**src/rtl/multicycle_ctrl_fsm.sv**
```systemverilog
// Multi-cycle control sequencer: fetch/decode/exec/mem/mul-div/writeback with memory timeout and sticky fault.
// Define CTRL_PERF_CNT_EN to add the saturating instr_cnt/stall_cnt performance counters.
module multicycle_ctrl_fsm #(
  parameter int MEM_TIMEOUT = 16,
  parameter int CNT_W       = 32
) (
  input  logic             clk,
  input  logic             rst_n,
  input  logic             run,
  input  logic [5:0]       opcode,
  input  logic             alu_zero,
  input  logic             mem_ready,
  input  logic             md_done,
  output logic             mem_req,
  output logic             iord,
  output logic             mem_we,
  output logic             ir_write,
  output logic             pc_write,
  output logic             pc_src,
  output logic             md_start,
  output logic             md_op,
  output logic             reg_dst,
  output logic             reg_write,
  output logic             alu_src,
  output logic             mem_to_reg,
  output logic             ext_op,
  output logic             busy,
  output logic             fault,
`ifdef CTRL_PERF_CNT_EN
  output logic [CNT_W-1:0] instr_cnt,
  output logic [CNT_W-1:0] stall_cnt,
`endif
  output logic [3:0]       state_o
);

  typedef enum logic [3:0] {
    S_IDLE   = 4'd0,
    S_FETCH  = 4'd1,
    S_DECODE = 4'd2,
    S_EXEC   = 4'd3,
    S_MEM    = 4'd4,
    S_MDS    = 4'd5,
    S_MDW    = 4'd6,
    S_WB     = 4'd7,
    S_BR     = 4'd8,
    S_FAULT  = 4'd9
  } state_t;

  localparam logic [5:0] OP_R    = 6'd0;
  localparam logic [5:0] OP_DIVI = 6'd1;
  localparam logic [5:0] OP_LW   = 6'd3;
  localparam logic [5:0] OP_SW   = 6'd5;

  localparam int            TW     = (MEM_TIMEOUT < 2) ? 1 : $clog2(MEM_TIMEOUT + 1);
  localparam bit            TMO_EN = (MEM_TIMEOUT > 0);
  localparam logic [TW:0]   TMO_LIM = (TW + 1)'(MEM_TIMEOUT);

  state_t          state_q, state_d;
  logic [5:0]      opc_q, opc_d;
  logic [TW-1:0]   tmo_q, tmo_d;
  logic [TW:0]     tmo_inc;
  logic            end_instr;
  logic            stall;
  logic            is_mem;

  assign tmo_inc = {1'b0, tmo_q} + {{TW{1'b0}}, 1'b1};
  assign is_mem  = (opc_q == OP_SW) || (opc_q == OP_LW);
  assign state_o = rst_n ? state_q : S_IDLE;

  always_ff @(posedge clk) begin
    if (!rst_n) begin
      state_q <= S_IDLE;
      opc_q   <= '0;
      tmo_q   <= '0;
    end else begin
      state_q <= state_d;
      opc_q   <= opc_d;
      tmo_q   <= tmo_d;
    end
  end

  always_comb begin
    state_d    = state_q;
    opc_d      = opc_q;
    tmo_d      = '0;
    end_instr  = 1'b0;
    stall      = 1'b0;
    mem_req    = 1'b0;
    iord       = 1'b0;
    mem_we     = 1'b0;
    ir_write   = 1'b0;
    pc_write   = 1'b0;
    pc_src     = 1'b0;
    md_start   = 1'b0;
    md_op      = 1'b0;
    reg_dst    = 1'b0;
    reg_write  = 1'b0;
    alu_src    = 1'b0;
    mem_to_reg = 1'b0;
    ext_op     = 1'b0;
    fault      = 1'b0;
    busy       = (state_q != S_IDLE) && (state_q != S_FAULT);
    unique case (state_q)
      S_IDLE: if (run) state_d = S_FETCH;
      S_FETCH: begin
        mem_req = 1'b1;
        if (mem_ready) begin
          ir_write = 1'b1;
          pc_write = 1'b1;
          opc_d    = opcode;
          state_d  = S_DECODE;
        end else begin
          stall = 1'b1;
          tmo_d = tmo_inc[TW-1:0];
          if (TMO_EN && (tmo_inc == TMO_LIM)) state_d = S_FAULT;
        end
      end
      S_DECODE: begin
        case (opc_q)
          6'd0, 6'd4, 6'd2, 6'd5, 6'd3: state_d = S_EXEC;
          6'd6, 6'd1:                   state_d = S_MDS;
          6'd7:                         state_d = S_BR;
          default:                      state_d = S_FAULT;
        endcase
      end
      S_EXEC: begin
        alu_src = (opc_q != OP_R);
        ext_op  = is_mem;
        state_d = is_mem ? S_MEM : S_WB;
      end
      S_MEM: begin
        mem_req = 1'b1;
        iord    = 1'b1;
        mem_we  = (opc_q == OP_SW);
        if (mem_ready) begin
          if (opc_q == OP_SW) end_instr = 1'b1;
          else                state_d   = S_WB;
        end else begin
          stall = 1'b1;
          tmo_d = tmo_inc[TW-1:0];
          if (TMO_EN && (tmo_inc == TMO_LIM)) state_d = S_FAULT;
        end
      end
      S_MDS: begin
        md_start = 1'b1;
        md_op    = (opc_q == OP_DIVI);
        state_d  = S_MDW;
      end
      S_MDW: begin
        stall = 1'b1;
        if (md_done) state_d = S_WB;
      end
      S_WB: begin
        reg_write  = 1'b1;
        reg_dst    = (opc_q == OP_R);
        mem_to_reg = (opc_q == OP_LW);
        end_instr  = 1'b1;
      end
      S_BR: begin
        pc_src    = 1'b1;
        pc_write  = alu_zero;
        end_instr = 1'b1;
      end
      S_FAULT: fault = 1'b1;
      default: state_d = S_FAULT;
    endcase
    if (end_instr) state_d = run ? S_FETCH : S_IDLE;
    // Outputs are forced low while reset is asserted so an aborted instruction fires no strobe.
    if (!rst_n) begin
      {mem_req, iord, mem_we, ir_write, pc_write, pc_src, md_start, md_op} = '0;
      {reg_dst, reg_write, alu_src, mem_to_reg, ext_op, busy, fault}      = '0;
    end
  end

`ifdef CTRL_PERF_CNT_EN
  logic [CNT_W-1:0] instr_q, stall_q;

  always_ff @(posedge clk) begin
    if (!rst_n) begin
      instr_q <= '0;
      stall_q <= '0;
    end else begin
      if (end_instr && (instr_q != '1)) instr_q <= instr_q + 1'b1;
      if (stall && (stall_q != '1))     stall_q <= stall_q + 1'b1;
    end
  end

  assign instr_cnt = rst_n ? instr_q : '0;
  assign stall_cnt = rst_n ? stall_q : '0;
`endif

endmodule

```
**config.mk**
```make
export PLATFORM = sky130hd
export DESIGN_NAME = multicycle_ctrl_fsm
export DESIGN_NICKNAME = d
export VERILOG_FILES = /design/src/rtl/multicycle_ctrl_fsm.sv
export SDC_FILE = /design/constraint.sdc
export NUM_CORES = 1
export LEC_CHECK = 0
export CORE_AREA = 3 3 57 59
export CTS_CLUSTER_DIAMETER = 40
export DETAILED_ROUTE_END_ITERATION = 8
export DIE_AREA = 0 0 60 62
export HOLD_SLACK_MARGIN = 0.1
export MAX_ROUTING_LAYER = met4
export PLACE_DENSITY_LB_ADDON = 0.3
export SETUP_SLACK_MARGIN = 0.2
export SYNTH_ARGS = -nofsm -noshare
export SYNTH_HDL_FRONTEND = slang
export SYNTH_SLANG_ARGS = --single-unit
```
**constraint.sdc**
```tcl
create_clock -name clk -period 2.46 [get_ports clk]
set_input_delay 0.246 -clock clk [delete_from_list [all_inputs] [get_ports clk]]
set_output_delay 0.246 -clock clk [all_outputs]
set_load 0.05 [all_outputs]
```
; ---- Word-level counts from Yosys, hierarchy flattened
; Memory sizes are Yosys's and may differ from the RTL's. A register that Yosys moved wholly into a read port is not among the register bits.
; Cells that the tools add are included.
[totals]
register_bits = 15
latch_bits = 0
mem_bits_rw = 0
mem_bits_ro = 32
inputBits = 12
elab_cells = 85
n_memories = 1
[classes]
n_addsub = 1
mul = 0
n_div = 0
magnitude_cmp = 0
eq_ne = 18
shift = 0
n_mux = 47
n_bitwise = 2
n_reduce_logical = 13
[memory_table]
columns = memory, depth, width, rd, rd_clocked_by_memory_dff, write_ports, line_no
row1 = (no name shown), 8, 4, 1, 1, 0, 119  ; case (opc_q)
[ops]
columns = operator, n
row1 = 4-bit two-way mux, 9
row2 = 1-bit two-way mux, 32
row3 = 4-bit one-hot mux with 8 select lines, 1
row4 = 4-bit by 3-bit equality test with 1-bit output (second input constant), 4
row5 = 4-bit by 2-bit equality test with 1-bit output (second input constant), 2
row6 = 4-bit equality test (second input constant), 2
row7 = 4-bit inequality test (second input constant), 2
row8 = 5-bit by 1-bit adder with 6-bit output (second input constant), 1
row9 = 6-bit by 1-bit equality test with 1-bit output (second input constant), 1
row10 = 6-bit by 2-bit equality test with 1-bit output (second input constant), 1
row11 = 6-bit by 3-bit equality test with 1-bit output (second input constant), 1
row12 = 6-bit by 5-bit equality test with 1-bit output (second input constant), 1
row13 = 6-bit logical NOT, 1
row14 = 3-bit two-way mux, 2
row15 = 3-bit inequality test (second input constant), 2
row16 = 6-bit nonzero test, 1
row17 = 3-bit OR reduction, 2
row18 = 4-bit by 1-bit equality test with 1-bit output (second input constant), 1
row19 = 4-bit logical NOT, 1
row20 = 1-bit one-hot mux with 2 select lines, 2
row21 = 4-bit AND reduction, 1
row22 = 4-bit nonzero test, 1
row23 = 2-bit OR reduction, 2
row24 = 3-bit logical NOT, 1
row25 = 6 further kinds, 7

; ---- Longest topological paths before layout
; Gate-level depths: netlist of the first run.
[depth]
ltp_word = 6
ltp_mapped = 7

; ---- Worst setup path before layout of the first run
; Ideal clock, no wire load.
[synth_timing]
path_kind = reg2out
startpoint = register state_q[3]
endpoint = output port busy
t_arrival_ns = 1.884
required_time_ns = 2.214
setup_slack_ns = 0.330
path_stages_with_launch = 4
path_buffers = 1
cell_sequence = dfxtp_1 -> buf_2 -> xnor2_1 -> a21boi_0
[synth_between]
elab_chain_cells = 3
word_cells_on_any_way = 4
classes_between = eq/ne: 1 / mux: 1 / reduce/logical: 2
[synth_lines]
columns = item, line_no
row1 = from (decl), 58  ; state_t state_q, state_d;
row2 = from (signal assigned), 76  ; state_q <= state_d;
row3 = 4-bit inequality test / 4-bit nonzero test (equally long branches), 102  ; busy = (state_q != S_IDLE) && (state_q != S_FAULT);
row4 = 1-bit logical AND *, 102
row5 = 1-bit two-way mux *, 169  ; if (!rst_n) begin
row6 = to (decl), 27  ; output logic busy,
; Mark *: on every way between the ends. The rest lies on a longest branch, timed or not.

; ---- Worst setup path after layout of the first run
[layout_timing]
startpoint = register state_q[1]
endpoint = output port mem_to_reg
[layout_between]
elab_chain_cells = 3
[layout_lines]
columns = item, line_no
row1 = 4-bit by 3-bit equality test with 1-bit output, 103  ; unique case (state_q)
row2 = 1-bit two-way mux, 103
row3 = 1-bit two-way mux, 169
row4 = to (decl), 25  ; output logic mem_to_reg,
; Every way passes these cells.

==> metrics.cfg, run 1 <==
[placement]
hpwl_um=2292
io_buffers=30
place_congestion=0.8601
dpl_cell_area_mm2=0.001735

[synthesis]
synth_edf_count=0
async_reset_ff_share_pct=0
syn_nets=160
synth_compound_area_share_pct=13.04
synth-main-ff-cell=dfxtp_1
yosysWarnings=0
avgSynthCellArea_um2=8.418
synth_top_family_by_area=simple AND/OR/NAND/NOR gates
ys_ff_latch=19
synthAdderAreaFrac_pct=1.011
muxShareOfSynthArea_pct=4.853
synth-simple-area-share_pct=41.15
synth-xor-area-share_pct=4.247
yosysSeqAreaShare_pct=30.74
synth_top_cell_area_share_pct=30.74
yosysUniqueCellTypes=48
synthCells=147
synth_area_leader_cell=dfxtp_1
mappedNetlistArea_mm2=0.001237
synth.area.top_cells=dfxtp_1, nor2_1, nor2b_1, mux2i_1, and2_1

[critical_path]
cp_max_fo=16
critPathLaunchType=flip-flop
reg2reg_to=state_q[0]$_SDFFE_PN0P_
cp-end-kind=output pin
critPathSlowestCell=dfxtp_2
rr_worst_depth=5
critPathRequiredTime_ns=2.21
rrSetupSlack_ns=0.67
timing_worst_setup_path_type=flip-flop to output pin
path_cells=and2_0 > and3_1 > and4_1 > buf_12
cp_top_family=simple AND/OR/NAND/NOR gates
path_buf_inv=1
slowest_delay_ns=0.53
timing.critical_path.arrival_ns=1.86
regToRegStartpoint=opc_q[5]$_SDFFE_PN0P_

[global_route]
grt_max_degree=25
grt_pass1_wl_um=4864
overflow=0
grt_use_total_pct=17.75
first_global_vias=1064
grt_antenna_before_repair=0

[timing]
fmax_ghz=0.4738
hold_slack_ns=0.4834
maxSlewViolCount=0
fin_crit_sh_pct=85.79
fin_crit_ns=2.111
rsz0062_at_grt=false
max-slew-margin-rel_pct=54.14
fin_skew_ns=0.001363
fin_tns_setup_ns=0
worst_slew_pin_slew_ns=0.6827
setup_viol=0
hold_viol=0

[finish]
drive_above_1_share_pct=21.71
final_core_utilization_pct=64.16
fin_area_mm2=0.001769
final_cell_mix=buf_12, nor2_1, dfxtp_1
regArea_um2=386.6
nNetsFinal=189
multi_input_area_um2=795.8
n_antenna_cell=0
area_delta_synth_final_pct=42.97
final_common_cell=buf_12
nFillCells=225

[routing]
drt-pass1-iter-count=4
drt-wirelength-per-cell_um=14.29
totalWireLength_um=2943
num_vias=1149
drt_iter0_markers=45
viasPerCell=5.578
drcViolationCount=0
final_antenna_net_count=0

[clocking]
cts_buffer_depth=2
clock_latency_ns=0.29
clk_pin_slew_worst_paths_ns=0.11
cts_made_buffers=3
cts-htree-levels=1
cts_hold_buf=0
cts-root-buf=clkbuf_4
tritoncts=yes
clock-sinks=19

[floorplanning]
die_area_mm2=0.003720
core_mm2=0.002758
die_y_um=62
start_util_pct=44.87
ioPinCount=31
std_cell_rows=19
dieWidth_um=60

[worst_hold_path]
hold_depth=1
hold_start=tmo_q[0]$_SDFF_PP0_
hp-class=flip-flop to flip-flop
hold_end=tmo_q[0]$_SDFF_PP0_

[run_status]
status=finished, final reports clean

[pwr]
cellLeakagePower_nw=0.6817
powerDensity_mw_per_mm2=468.0
ir_worst_vdd_mv=0.3597

[flow_run]
cap_violations=0

-- per-layer routing --
metal  vias to the layer above  routed length (um)  GRT usage [%]
li1                        579                   -              -
met1                       540                1307          22.13
met2                        26                1469          29.17
met3                         4                 129          2.686
met4                         0                  36          6.329
met5                         -                   0              -
-- cell usage after synthesis, types with 2 or more instances --
cell,count
and4b_1,4
inv_1,2
buf_6,2
mux2i_1,6
xor2_1,3
and2_1,9
and3_1,5
nor3_1,2
nand2b_1,4
nor4_1,2
o21ai_0,6
xnor2_1,3
nand2_1,7
nor2b_1,10
a31oi_1,2
dfxtp_1,19
nand3_1,5
a21oi_1,4
buf_2,4
clkbuf_1,3
nor2_1,18
-- worst max-delay path by stage --
stage,end,depth (start not counted),from
2_1_floorplan,busy,3,state_q[3]$_SDFFE_PN0P_
3_3_place_gp,pc_write,7,mem_ready
5_1_grt,ext_op,4,opc_q[5]$_SDFFE_PN0P_
6_report,mem_to_reg,4,state_q[1]$_SDFFE_PN0P_
3_5_place_dp,pc_write,7,mem_ready
4_1_cts,pc_write,4,state_q[3]$_SDFFE_PN0P_
-- timing repair --
item                       CTS  global route
resized for setup            2             2
setup endpoints to repair    3             2
setup buffers                0             0
pin swaps                    0             0
-- kinds of logic (layout without fill, tap and decap cells) --
logic type | after synthesis | after routing
AO/OA/AOI/OAI | 23 | 23
XOR/XNOR | 6 | 6
adder cells (fa/ha/maj) | 1 | 1
AND/OR/NAND/NOR | 81 | 81
buffers and inverters | 11 | 39
multiplexers | 6 | 6
flip-flops | 19 | 19
-- through the flow --
| step | power, W | setup slack (ns) | cells |
|---|---|---|---|
| after floorplan | 0.0005675 | 0.3301 | 147 |
| after global placement | 0.0006649 | 0.3864 | 202 |
| after detailed placement | 0.0006731 | 0.3618 | 202 |
| after CTS | 0.0008312 | 0.2888 | 206 |
| after global routing | 0.0008779 | 0.2173 | 206 |
| final | 0.0008280 | 0.3495 | 206 |
-- power by group --
group | total, W | switching, W | internal [W]
Combinational | 0.000292 | 0.000152 | 0.000139
Sequential | 0.000379 | 0.0000491 | 0.000330
Clock | 0.000157 | 0.0000966 | 0.0000604
-- worst register-to-register path, cell delays in order (launching register included) --
cell,delay [ns]
dfxtp_1,0.34
nor3_1,0.58
a41oi_2,0.28
o2111ai_1,0.20
a31oi_1,0.07
a211o_1,0.23
-- cell type report --
cell class	count	area share (%)
tap	31	2.192
multi-input combinational	117	44.98
timing repair buffer	33	29.00
inverter	2	0.4243
sequential	19	21.85
clock buffer	3	1.273
clock inverter	1	0.2829
Power figures use the tool's default switching activity.
==> run 2, diff against run 1 <==
- CORE_AREA: 3 3 57 59 -> 3 3 72 47
- DIE_AREA: 0 0 60 62 -> 0 0 75 50
==> run 2 against run 1 <==
Net effect: sequential power decreased by 2%; wire length increased by 4.3%; clock skew rose by 0.00058 ns.
==> metrics.cfg, run 2 (synthesis gave the netlist of run 1 again) <==
[global_route]
grt_antenna_before_repair=0  ; unchanged
overflow=0  ; unchanged
grt_max_degree=25  ; unchanged
grt_pass1_wl_um=5347  ; +9.9%
first_global_vias=1104  ; +3.8%
grt_use_total_pct=18.93  ; +1.2 points

[clocking]
cts_made_buffers=3  ; unchanged
post-cts-setup-buffer-count=0  ; unchanged
clock-sinks=19  ; unchanged
cts-root-buf=clkbuf_8
clk_pin_slew_worst_paths_ns=0.07  ; -0.04 ns
cts-htree-levels=1  ; unchanged
clock_latency_ns=0.25  ; -0.04 ns
tritoncts=yes
post_cts_resized=0  ; -2
cts_buffer_depth=2  ; unchanged
cts_hold_buf=0  ; unchanged

[floorplanning]
core_mm2=0.002796  ; +1.4%
die_y_um=50  ; -19%
std_cell_rows=15  ; -4
die_area_mm2=0.003750  ; +0.81%
ioPinCount=31  ; unchanged
dieWidth_um=75  ; +25%
start_util_pct=44.25  ; -0.62 points

[run_status]
status=finished, final reports clean

[routing]
drt_iter0_markers=55  ; +22%
wl_met3_um=214  ; +66%
viasPerCell=5.593  ; +0.28%
drt-wirelength-per-cell_um=14.69  ; +2.9%
top_layer_used=met4
drcViolationCount=0  ; unchanged
totalWireLength_um=3071  ; +4.3%
num_vias=1169  ; +1.7%
final_antenna_net_count=0  ; unchanged
wl_met2_um=1359  ; -7.5%
drt-pass1-iter-count=4  ; unchanged
wl_met1_um=1475  ; +13%

[pwr]
cellLeakagePower_nw=0.6780  ; -0.55%
powerDensity_mw_per_mm2=503.9  ; +7.7%
ir_worst_vdd_mv=0.3606  ; +0.26%

[placement]
hpwl_um=2513  ; +9.7%
io_buffers=30  ; unchanged
place_congestion=0.8644  ; +0.50%

[finish]
final_common_cell=nor2_1
multi_input_area_um2=795.8  ; unchanged
final_cell_mix=nor2_1, dfxtp_1, buf_12
nNetsFinal=189  ; unchanged
n_antenna_cell=0  ; unchanged
nFillCells=243  ; +8.0%
area_delta_synth_final_pct=40.65
drive_above_1_share_pct=22.29  ; +0.57 points
regArea_um2=385.4  ; -0.32%

[timing]
hold_slack_ns=0.4606  ; -0.02274 ns
max-slew-margin-rel_pct=58.64  ; +4.5 points
fmax_ghz=0.4880  ; +3.0%
fin_tns_setup_ns=0  ; unchanged
rsz0062_at_grt=false
maxSlewViolCount=0  ; unchanged
fin_crit_sh_pct=83.30  ; -2.5 points
fin_crit_ns=2.049  ; -0.06146 ns
setup_viol=0  ; unchanged
worst_slew_pin_slew_ns=0.6156  ; -0.06707 ns
fin_skew_ns=0.001942  ; +0.0005797 ns
hold_viol=0  ; unchanged

[critical_path]
cp-end-kind=output pin
critPathLaunchType=flip-flop
cp_max_fo=11  ; -5
timing.critical_path.arrival_ns=1.80  ; -0.06 ns
critPathRequiredTime_ns=2.21  ; about the same
timing_worst_setup_path_type=flip-flop to output pin

[flow_run]
cap_violations=0  ; unchanged

[worst_hold_path]
hp-class=flip-flop to flip-flop

-- run 2: metrics by stage --
step	std cells	setup WS [ns]	total power (W)	area, um2	utilization (%)
finish	209	0.4109	0.0008770	1740	62.24
global route	209	0.3107	0.0009338	1740	62.24
CTS	209	0.2685	0.0008763	1735	62.06
detailed placement	205	0.4235	0.0006679	1689	60.40
global placement	205	0.5025	0.0006597	1689	60.40
floorplan	147	0.3301	0.0005675	1237	-
-- run 2: path summary, 6_finish.rpt --
path,startpoint,cells after the start,slack [ns],end
max,state_q[0]$_SDFFE_PN0P_,5,0.41,mem_we
min,tmo_q[0]$_SDFF_PP0_,1,0.46,tmo_q[0]$_SDFF_PP0_
max reg2reg,state_q[0]$_SDFFE_PN0P_,7,0.69,flip-flop
min reg2reg,tmo_q[0]$_SDFF_PP0_,1,0.46,tmo_q[0]$_SDFF_PP0_
-- run 2: layout make-up --
| type | count | area share (%) |
|---|---|---|
| inverter | 2 | 0.4313 |
| clock inverter | 1 | 0.2876 |
| clock buffer | 3 | 2.372 |
| tap | 34 | 2.444 |
| multi-input combinational | 117 | 45.72 |
| sequential | 19 | 22.14 |
| timing repair buffer | 33 | 26.60 |
-- run 2: worst max-delay path: stages (launching register included) --
cell	delay, ns
dfxtp_2	0.38
buf_4	0.19
nor4b_4	0.35
and2_1	0.24
and3_1	0.23
buf_12	0.15
-- run 2: where the power goes --
group / switching [W] / internal (W) / total, W
registers: 0.0000411 / 0.000329 / 0.000370
logic: 0.000160 / 0.000134 / 0.000294
clock network: 0.000100 / 0.000113 / 0.000213
total: 0.000302 / 0.000575 / 0.000877
-- run 2: layer usage --
layer  up-vias  GRT usage (%)
met5         -              -
met4         0          3.550
met3         4          4.073
met2        33          26.88
met1       552          27.47
li1        580              -
==> run 3, diff against run 2 <==
- clock period: 2.46 -> 1.97 ns (I/O delays scaled with it)
==> run 3 against run 2 <==
Net effect: count of clock-buffer cells in the layout unchanged; final cell count up 6.7%; core utilization increased by 8.0 points; sequential power grew 25%; total power grew 38%; setup slack got worse by 0.26 ns; sequential share of layout area decreased by 1.9 points; clock power is 31% higher; register-to-register slack lost 0.36 ns; sequential cell count stayed put; final area increased by 13%; global-route usage increased by 1.2 points; critical endpoint is now mem_to_reg.
==> metrics.cfg, run 3 (synthesis gave the netlist of run 1 again) <==
[clocking]
cts_made_buffers=3  ; unchanged
cts_hold_buf=0  ; unchanged
cts-htree-levels=1  ; unchanged
cts-root-buf=clkbuf_8
clock-sinks=19  ; unchanged
tritoncts=yes
clock_latency_ns=0.27  ; +0.02 ns
clk_pin_slew_worst_paths_ns=0.07  ; about the same
cts_buffer_depth=2  ; unchanged

[global_route]
grt_max_degree=17  ; -32%
grt_util_met2_pct=32.08  ; +5.2 points
overflow=0  ; unchanged
grt_antenna_before_repair=0  ; unchanged
grt_use_total_pct=20.15  ; +1.2 points
grt_most_used_layer=met2
use_met1_pct=25.98  ; -1.5 points
grt_pass1_wl_um=5602  ; +4.8%
first_global_vias=1203  ; +9.0%
use_met3_pct=4.277  ; +0.20 points

[placement]
hpwl_um=2612  ; +3.9%
io_buffers=30  ; unchanged
place_congestion=1.004  ; +16%
placed_cells=213  ; +3.9%

[critical_path]
regToRegStartpoint=opc_q[5]$_SDFFE_PN0P_
rrSetupSlack_ns=0.33  ; -0.36 ns
cp_max_fo=9  ; -2
reg2reg_to=state_q[3]$_SDFFE_PN0P_
critPathLaunchType=flip-flop
critPathRequiredTime_ns=1.77  ; -0.44 ns
timing_worst_setup_path_type=flip-flop to output pin
cp-end-kind=output pin
rr_worst_depth=5  ; -2
timing.critical_path.arrival_ns=1.62  ; -0.18 ns

[pwr]
cellLeakagePower_nw=0.7654  ; +13%
powerDensity_mw_per_mm2=617.1  ; +22%
ir_worst_vdd_mv=0.5036  ; +40%
power.total_w=0.001211  ; +38%

[worst_hold_path]
hp-class=flip-flop to flip-flop
hold_start=tmo_q[0]$_SDFF_PP0_
hold_end=tmo_q[0]$_SDFF_PP0_
hold_depth=1  ; unchanged

[timing]
fin_crit_ns=1.816
max-slew-margin-rel_pct=78.11  ; +19 points
maxSlewViolCount=0  ; unchanged
rsz0062_at_grt=true
fin_tns_setup_ns=0  ; unchanged
worst_slew_pin_slew_ns=0.3260  ; -0.2896 ns
hold_viol=0  ; unchanged
fin_skew_ns=0.005826  ; +0.003884 ns
fin_crit_sh_pct=92.19
fmax_ghz=0.5506
setup_viol=0  ; unchanged

[routing]
drt-pass1-iter-count=4  ; unchanged
final_antenna_net_count=0  ; unchanged
drt-wirelength-per-cell_um=16.82  ; +14%
totalWireLength_um=3751  ; +22%
drt_iter0_markers=61  ; +11%
viasPerCell=5.780  ; +3.3%
drcViolationCount=0  ; unchanged
num_vias=1289  ; +10%

[finish]
nNetsFinal=203  ; +7.4%
final_core_utilization_pct=70.20  ; +8.0 points
drive_above_1_share_pct=37.04  ; +15 points
fin_cells=223  ; +6.7%
n_antenna_cell=0  ; unchanged
area_delta_synth_final_pct=58.64
final_common_cell=buf_12
final_cell_mix=buf_12, nor2_1, buf_4

[floorplanning]
dieWidth_um=75  ; unchanged
std_cell_rows=15  ; unchanged
die_area_mm2=0.003750  ; unchanged
core_mm2=0.002796  ; unchanged
die_y_um=50  ; unchanged
start_util_pct=44.25  ; unchanged
ioPinCount=31  ; unchanged

[flow_run]
cap_violations=0  ; unchanged

[run_status]
status=finished, final reports clean

==> run 3: worst max-delay path by stage <==
| stage | from | end | slack, ns |
|---|---|---|---|
| after floorplan | state_q[3]$_SDFFE_PN0P_ | pc_write | 0.19 |
| after global placement | mem_ready | flip-flop | 0.23 |
| after detailed placement | mem_ready | flip-flop | 0.13 |
| after CTS | state_q[2]$_SDFFE_PN0P_ | md_op | 0.20 |
| after global routing | state_q[0]$_SDFFE_PN0P_ | mem_to_reg | 0.14 |
| final | state_q[0]$_SDFFE_PN0P_ | mem_to_reg | 0.15 |
==> run 3: timing repair <==
action                                  CTS  global route
resized for setup                        10             9
setup buffers                             1             5
pin swaps                                 2             0
endpoints found under the setup margin   13             6
==> run 3: per-stage QoR <==
stage	hold WS [ns]	area, um2	setup slack, ns
after floorplan	0.3665	1255	0.1942
after global placement	0.4400	1817	0.2252
after detailed placement	0.4541	1817	0.1317
after CTS	0.4705	1897	0.2023
after global routing	0.5009	1963	0.1422
final	0.4637	1963	0.1538
==> run 3: layout make-up <==
type / instances / area, um2
Tap cell: 34 / 42.54
Multi-Input combinational cell: 117 / 850.8
Inverter: 2 / 7.507
Clock inverter: 1 / 5.005
Timing Repair Buffer: 47 / 619.3
Clock buffer: 3 / 41.29
Sequential cell: 19 / 396.6
Fill cell: 190 / 833.3
==> run 3: metal layers <==
layer  routed length, um  part of all wire, %
met5                   0                    0
met4                  49                  1.3
met3                 275                  7.3
met2                1739                   46
met1                1687                   45
==> run 3: power by group <==
group | switching (W) | total [W] | internal, W | leakage [nW]
sequential | 0.0000516 | 0.000463 | 0.000411 | 0.158
combinational | 0.000242 | 0.000470 | 0.000228 | 0.582
clock | 0.000137 | 0.000279 | 0.000141 | 0.0255
total | 0.000431 | 0.00121 | 0.000780 | 0.765
==> run 3: worst max-delay path: stages (launching register included) <==
cell	delay (ns)
dfxtp_4	0.43
and2_0	0.24
and3_2	0.27
and4_2	0.27
buf_12	0.14
